File: config.mk
export PLATFORM = sky130hd
export DESIGN_NAME = latch_load_arbiter
export DESIGN_NICKNAME = d
export VERILOG_FILES = /design/src/rtl/latch_load_arbiter.sv
export SDC_FILE = /design/constraint.sdc
export NUM_CORES = 1
export LEC_CHECK = 0
export BUFFER_PORTS_ARGS = -buffer_cell sky130_fd_sc_hd__buf_2
export CAP_MARGIN = 10
export CORE_MARGIN = 10
export CORE_UTILIZATION = 34
export DETAILED_ROUTE_END_ITERATION = 12
export PLACE_DENSITY_LB_ADDON = 0.2
export SLEW_MARGIN = 20
export SYNTH_ARGS = -nofsm -noshare
export SYNTH_HDL_FRONTEND = slang
export SYNTH_SLANG_ARGS = --single-unit
File: constraint.sdc
create_clock -name i_clk -period 5.79 [get_ports i_clk]
set_input_delay 0.8685 -clock i_clk [delete_from_list [all_inputs] [get_ports i_clk]]
set_output_delay 0.8685 -clock i_clk [all_outputs]
set_load 0.03 [all_outputs]
File: src/rtl/latch_load_arbiter.sv
// latch_load_arbiter: shares one latch bank among requesters with a setup/enable/hold sequence (LATCH_ARB_FIXED_PRIO_EN selects fixed priority)
module latch_load_arbiter #(
  parameter int NUM_REQ     = 4,
  parameter int WIDTH       = 8,
  parameter int HOLD_CYCLES = 2
) (
  input  logic                     i_clk,
  input  logic                     i_rst_n,
  input  logic [NUM_REQ-1:0]       i_req,
  input  logic [NUM_REQ*WIDTH-1:0] i_req_data,
  output logic [NUM_REQ-1:0]       o_grant,
  output logic [NUM_REQ-1:0]       o_done,
  output logic                     o_busy,
  output logic                     o_latch_en,
  output logic [WIDTH-1:0]         o_latch_d
);
  localparam int IW = (NUM_REQ > 1) ? $clog2(NUM_REQ) : 1;
  typedef enum logic [1:0] {S_IDLE, S_SETUP, S_ENABLE, S_HOLD} state_t;
  state_t             r_state, w_next;
  logic [3:0]         r_cnt;
  logic [IW-1:0]      w_win, w_start;
  logic               w_hit;
  int                 w_j;
  logic [NUM_REQ-1:0] r_grant, r_done;
  logic               r_latch_en;
  logic [WIDTH-1:0]   r_data_q;
`ifdef LATCH_ARB_FIXED_PRIO_EN
  assign w_start = '0;
`else
  logic [IW-1:0] r_ptr, r_win;
  assign w_start = r_ptr;
  // Remember the winner and move the search start just past it when the load completes.
  always_ff @(posedge i_clk or negedge i_rst_n)
    if (!i_rst_n) begin
      r_ptr <= '0;
      r_win <= '0;
    end else begin
      if (r_state == S_IDLE && w_hit) r_win <= w_win;
      if (r_state == S_HOLD) r_ptr <= (r_win == IW'(NUM_REQ-1)) ? '0 : r_win + 1'b1;
    end
`endif
  // Search from the start index upward with wrap; scanning downward lets the nearest hit win last.
  always_comb begin
    w_hit = 1'b0;
    w_win = '0;
    w_j   = 0;
    for (int k = NUM_REQ-1; k >= 0; k--) begin
      w_j = (int'(w_start) + k) % NUM_REQ;
      if (i_req[w_j[IW-1:0]]) begin
        w_hit = 1'b1;
        w_win = w_j[IW-1:0];
      end
    end
  end
  // State register.
  always_ff @(posedge i_clk or negedge i_rst_n)
    if (!i_rst_n) r_state <= S_IDLE;
    else r_state <= w_next;
  // Next state: SETUP and HOLD last one cycle, ENABLE runs until the counter hits zero.
  always_comb begin
    w_next = r_state;
    case (r_state)
      S_IDLE:   w_next = w_hit ? S_SETUP : S_IDLE;
      S_SETUP:  w_next = S_ENABLE;
      S_ENABLE: w_next = (r_cnt == 4'd0) ? S_HOLD : S_ENABLE;
      default:  w_next = S_IDLE;
    endcase
  end
  // Registered latch pins, grant, done and counter so the enable never glitches.
  always_ff @(posedge i_clk or negedge i_rst_n)
    if (!i_rst_n) begin
      r_latch_en <= 1'b0;
      r_done     <= '0;
      r_grant    <= '0;
      r_data_q   <= '0;
      r_cnt      <= '0;
    end else begin
      r_latch_en <= (w_next == S_ENABLE);
      r_done     <= (w_next == S_HOLD) ? r_grant : '0;
      if (r_state == S_IDLE && w_hit) begin
        r_grant  <= NUM_REQ'(1) << w_win;
        r_data_q <= i_req_data[int'(w_win)*WIDTH +: WIDTH];
      end else if (r_state == S_HOLD) r_grant <= '0;
      r_cnt <= (r_state == S_SETUP) ? 4'(HOLD_CYCLES-1) :
               (r_state == S_ENABLE && r_cnt != 4'd0) ? r_cnt - 1'b1 : r_cnt;
    end
  assign o_grant    = r_grant;
  assign o_done     = r_done;
  assign o_busy     = (r_state != S_IDLE);
  assign o_latch_en = r_latch_en;
  assign o_latch_d  = r_data_q;
endmodule

# ---- After elaboration in Yosys (flattened, before gate mapping)
# Index checks and enable logic that the tools add are counted.
dict set report classes {
  add_sub_neg 5
  magnitude_cmp 4
  eq_ne 6
  shifts 2
  n_mux 25
  reduce_logical 8
}
# operator n
set ops {}
lappend ops {{$shiftx A32 B6 Y8} 1}
lappend ops {{$mux W4} 5}
lappend ops {{$lt A2 B3 Y1 const B} 4}
lappend ops {{$eq A2 B2 Y1 const B} 5}
lappend ops {{$mux W1} 10}
lappend ops {{$mux W2} 5}
lappend ops {{$bmux W1 S2} 4}
lappend ops {{$pmux W2 S3} 1}
lappend ops {{$reduce_bool A2 Y1} 3}
lappend ops {{$add A2 B1 Y2 const B} 2}
lappend ops {{$add A2 B2 Y2 const B} 2}
lappend ops {{$logic_not A4 Y1} 1}
lappend ops {{$reduce_bool A4 Y1} 1}
lappend ops {{$shl A1 B2 Y4 const A} 1}
lappend ops {{$sub A4 B1 Y4 const B} 1}
lappend ops {{$eq A2 B1 Y1 const B} 1}
lappend ops {{$logic_and A1 B1 Y1} 2}
lappend ops {{$logic_not A2 Y1} 1}
dict set report word_totals {
  ff_bits 27
  output_inout_bits 18
  word_cells 58
}

# ---- Longest topological paths before layout
dict set report logic_depth {
  word_depth 11
  ltp_mapped 7
  ltp_nobuf 7
}

# ---- Least setup slack after synthesis
# No wires, ideal clock.
dict set report synth_path {
  path_kind {input port to flip-flop}
  startpoint {in i_req[1]}
  endpoint {reg r_data_q[7] (netlist: o_latch_d[7])}
  setup_ns 0.126
  t_arrival_ns 2.132
  required_ns 5.664
  path_slack_ns 3.532
  stages 5
  n_path_buf 1
  path_cell_list {mux2_4 -> o221ai_2 -> buf_6 -> mux2_4 -> a221o_1}
}
dict set report synth_via {
  elab_chain_len 7
  word_cells_on_any_way 18
  classes_between {1 x shift; 16 x mux; 1 x reduce/logical}
}
# item line
set synth_lines {}
lappend synth_lines {{start, declared} 9} ;# input logic [NUM_REQ-1:0] i_req,
lappend synth_lines {{$bmux W1 S2} 49} ;# if (i_req[w_j[IW-1:0]]) begin
lappend synth_lines {{$mux W1 (implied by the code)} 49}
lappend synth_lines {{$mux W2 / $mux W1 (equally long branches) (4 in a row)} 49}
lappend synth_lines {{$shiftx A32 B6 Y8 / $logic_and A1 B1 Y1 (equally long branches)} {82, 80}}
lappend synth_lines {{end signal, assigned} 82} ;# r_data_q <= i_req_data[int'(w_win)*WIDTH +: WIDTH];
lappend synth_lines {{end, declared} 26} ;# logic [WIDTH-1:0] r_data_q;
# Several ways; a longest one is shown, not always the timed one. The select of a mux whose other input is x is not followed.
# A chain may end at the register's enable or synchronous reset.

# ---- Worst setup path in the final report
dict set report layout_path {
  startpoint {in i_req[3]}
  endpoint {reg r_done[3] (netlist: o_done[3])}
}
dict set report layout_via {
  elab_chain_len 10
  word_cells_on_any_way 16
  classes_between {1 x eq/ne; 15 x mux}
}
# item line
set layout_lines {}
lappend layout_lines {{$bmux W1 S2} 49}
lappend layout_lines {{$mux W1 (implied by the code)} 49}
lappend layout_lines {{$mux W1 (3 in a row)} 49}
lappend layout_lines {{$mux W1 (*)} 49}
lappend layout_lines {{$mux W1 (*)} 63} ;# S_IDLE: w_next = w_hit ? S_SETUP : S_IDLE;
lappend layout_lines {{$pmux W2 S3 (*)} 62} ;# case (r_state)
lappend layout_lines {{named net w_next[0]} 19} ;# state_t r_state, w_next;
lappend layout_lines {{$eq A2 B2 Y1 (*)} 79} ;# r_done <= (w_next == S_HOLD) ? r_grant : '0;
lappend layout_lines {{$mux W4 (*)} 79}
lappend layout_lines {{end signal, assigned} 79}
lappend layout_lines {{end, declared} 24} ;# logic [NUM_REQ-1:0] r_grant, r_done;
# Mark *: on every way through the listed nets, which the timed path passes. The rest lies on a longest branch. The select of a mux whose other input is x is not followed.

==> impl_metrics.py <==
metrics = {
    "timing": {
        "finalSetupTns_ns": 0,
        "setup_ws_ns": 3.37,
        "drv_slew": 0,
        "clock_skew_ns": 0.00434,
        "tightest_slew_ns": 0.737,
        "layout_min_cycle_time_ns": 2.42,
        "hold_viol": 0,
        "min_period_over_period_pct": 41.8,
        "rsz0062_at_grt": "false",
        "setup_viol": 0,
        "max_freq_mhz": 413,
        "max_slew_margin_pct": 50.9,
    },
    "global_route": {
        "grt_pass1_vias": 1252,
        "grt_pass1_wl_um": 6070,
        "grt_usage_pct": 9.94,
        "overflow": 0,
        "grt_max_degree": 28,
        "antenna_found_initial": 0,
    },
    "clock_network": {
        "cts_resized": 0,
        "clkLatencyLatePin_ns": 0.26,
        "post_cts_buffers": 0,
        "cts_tree": "yes",
        "clock-sinks": 27,
        "clk_pin_slew_ns": 0.09,
        "root_buffer": "clkbuf_8",
        "cts_made_buffers": 3,
        "clock_path_buffers": 2,
        "h-tree-depth": 1,
        "holdBufCountCts": 0,
    },
    "power": {
        "total_power_mw": 0.951,
        "ir_drop_mv": 0.275,
        "p_comb_share_pct": 55.2,
        "p_switching_mw": 0.431,
        "power_frac_clock_pct": 10.8,
        "swShare_pct": 45.3,
        "total_leakage_power_nw": 0.920,
        "intPower_mw": 0.521,
        "seq_power_share_pct": 34.0,
        "powerDensity_nw_per_um2": 528,
    },
    "cells_and_area": {
        "fin_nets": 230,
        "antenna_cells": 0,
        "fillers": 425,
        "area_delta_synth_final_pct": 23.5,
        "drive_gt1_share_pct": 38.9,
        "stdcell_count": 235,
        "stdcell_area_um2": 1800,
        "final_common_cell": "buf_2",
        "mostFrequentLayoutCells": "buf_2 (55), dfrtp_1 (27), nor2_1 (11)",
    },
    "placed_design": {
        "gp_congestion": 0.690,
        "dp_slack_ns": 3.07,
        "dp.cells": 231,
        "io_buffers": 55,
        "place.detailed.hpwl_um": 2920,
        "dpl-instance-area_um2": 1760,
    },
    "drt": {
        "via_per_inst": 4.93,
        "totalWireLength_um": 3650,
        "dr.pass1.iters": 2,
        "ant_nets": 0,
        "wl_per_cell_um": 15.5,
        "initialDrtViolationCount": 30,
        "vias": 1158,
        "drc": 0,
    },
    "logic_synthesis": {
        "synth_largest_area_cell": "dfrtp_1",
        "ys_seq_area_share_pct": 46.3,
        "avgSynthCellArea_um2": 11.1,
        "yosysWarnings": 0,
        "syn_area_um2": 1460,
        "synthTopCellsByArea": "dfrtp_1 (46%), mux2i_1 (5.5%), ha_1 (5.1%)",
        "synthDistinctLibCells": 36,
        "yosysTopAreaCellShare_pct": 46.3,
        "synthesis.nets": 175,
        "syn_inst": 131,
        "synth-seq-cells": 27,
    },
    "status": {
        "status": "finished clean",
    },
    "critical_path": {
        "crit_fanout": 21,
        "criticalPathCategory": "primary input to flip-flop",
        "cp.required_ns": 5.95,
        "rrSetupSlack_ns": 3.70,
        "cp-start-kind": "primary input",
        "crit_arrival_ns": 2.58,
        "endpoint_kind": "flip-flop",
    },
    "die": {
        "core_um2": 4090,
        "rows": 23,
        "die_h_um": 85.5,
        "ioPinCount": 56,
        "dieArea_um2": 7310,
        "start_util_pct": 35.7,
        "die_w_um": 85.5,
    },
    "min_path": {
        "hp-class": "flip-flop to flip-flop",
    },
    "flow_run": {
        "drv_cap": 0,
    },
}
[worst paths after layout]
kind,cells past startpoint,start,end
max in group asynchronous,1,i_rst_n,r_state[0]
min,2,r_win[1],r_win[1]
min in group asynchronous,1,i_rst_n,o_latch_d[3]
max reg2reg,5,r_ptr[1],o_latch_d[4]
min reg2reg,2,r_win[1],r_win[1]
max,5,i_req[3],o_done[3]
[synth_stat cells, drive strengths merged]
cell    instances
a211oi          5
a21boi          1
a21o            1
a21oi           4
a221o           3
a31o            1
a32o            2
and2            1
and3            4
buf             3
clkbuf          3
dfrtp          27
ha              6
inv             8
mux2           10
mux2i           8
nand2           5
nand2b          3
nand3           1
nor2           11
nor2b           1
nor3            9
nor3b           1
nor4            2
o211ai          1
o21ai           3
o221ai          1
o22a            1
or3             1
or3b            1
xnor2           2
xor2            1
[final cells by class]
cell class,count,area [µm²],area share (%)
timing repair buffer,56,283,15.7
sequential,27,676,37.5
inverter,8,30.0,1.67
clock buffer,4,45.0,2.50
multi-input combinational,90,706,39.2
tap,50,62.6,3.47
[cell families after synthesis]
| kind of cell | share of synthesized area [%] |
|---|---|
| AND/OR/NAND/NOR | 13.8 |
| flip-flops | 46.3 |
| AO/OA/AOI/OAI | 13.9 |
| multiplexers | 13.7 |
| buffers and inverters | 5.32 |
| adder cells (fa/ha/maj) | 5.15 |
| XOR/XNOR | 1.80 |
[metrics by stage]
| step | utilization [%] | hold slack (ns) |
|---|---|---|
| final | 44.1 | 0.501 |
| after global routing | 44.1 | 0.513 |
| after CTS | 44.1 | 0.503 |
| after detailed placement | 43.0 | 0.480 |
| after global placement | 43.0 | 0.472 |
| after floorplan | - | 0.451 |
[power groups by stage]
stage / logic, mW / registers, mW / clock network, mW
2_1_floorplan: 0.322 / 0.410 / 0
3_3_place_gp: 0.522 / 0.324 / 0
3_5_place_dp: 0.534 / 0.328 / 0
4_1_cts: 0.536 / 0.324 / 0.107
5_1_grt: 0.586 / 0.335 / 0.115
6_report: 0.525 / 0.324 / 0.103
[critical path: stages]
cell,delay (ns)
buf_2,0.12
nor4_1,0.38
nand2b_1,0.64
a21oi_1,0.29
and3_1,0.27
[registers in the layout, summed over array words and instances (netlist names)]
name,flops
o_done,4
r_cnt,4
o_latch_en,1
r_state,2
o_latch_d,8
o_grant,4
r_ptr,2
r_win,2
[metal layers]
layer / vias up / part of all wire [%] / track usage, %
li1: 580 / - / -
met2: 23 / 52 / 17.4
met5: - / 0 / 0
met4: 0 / 0.66 / 2.69
met3: 2 / 5.7 / 3.41
met1: 553 / 41 / 11.2
(Power assumes the default switching activity.)
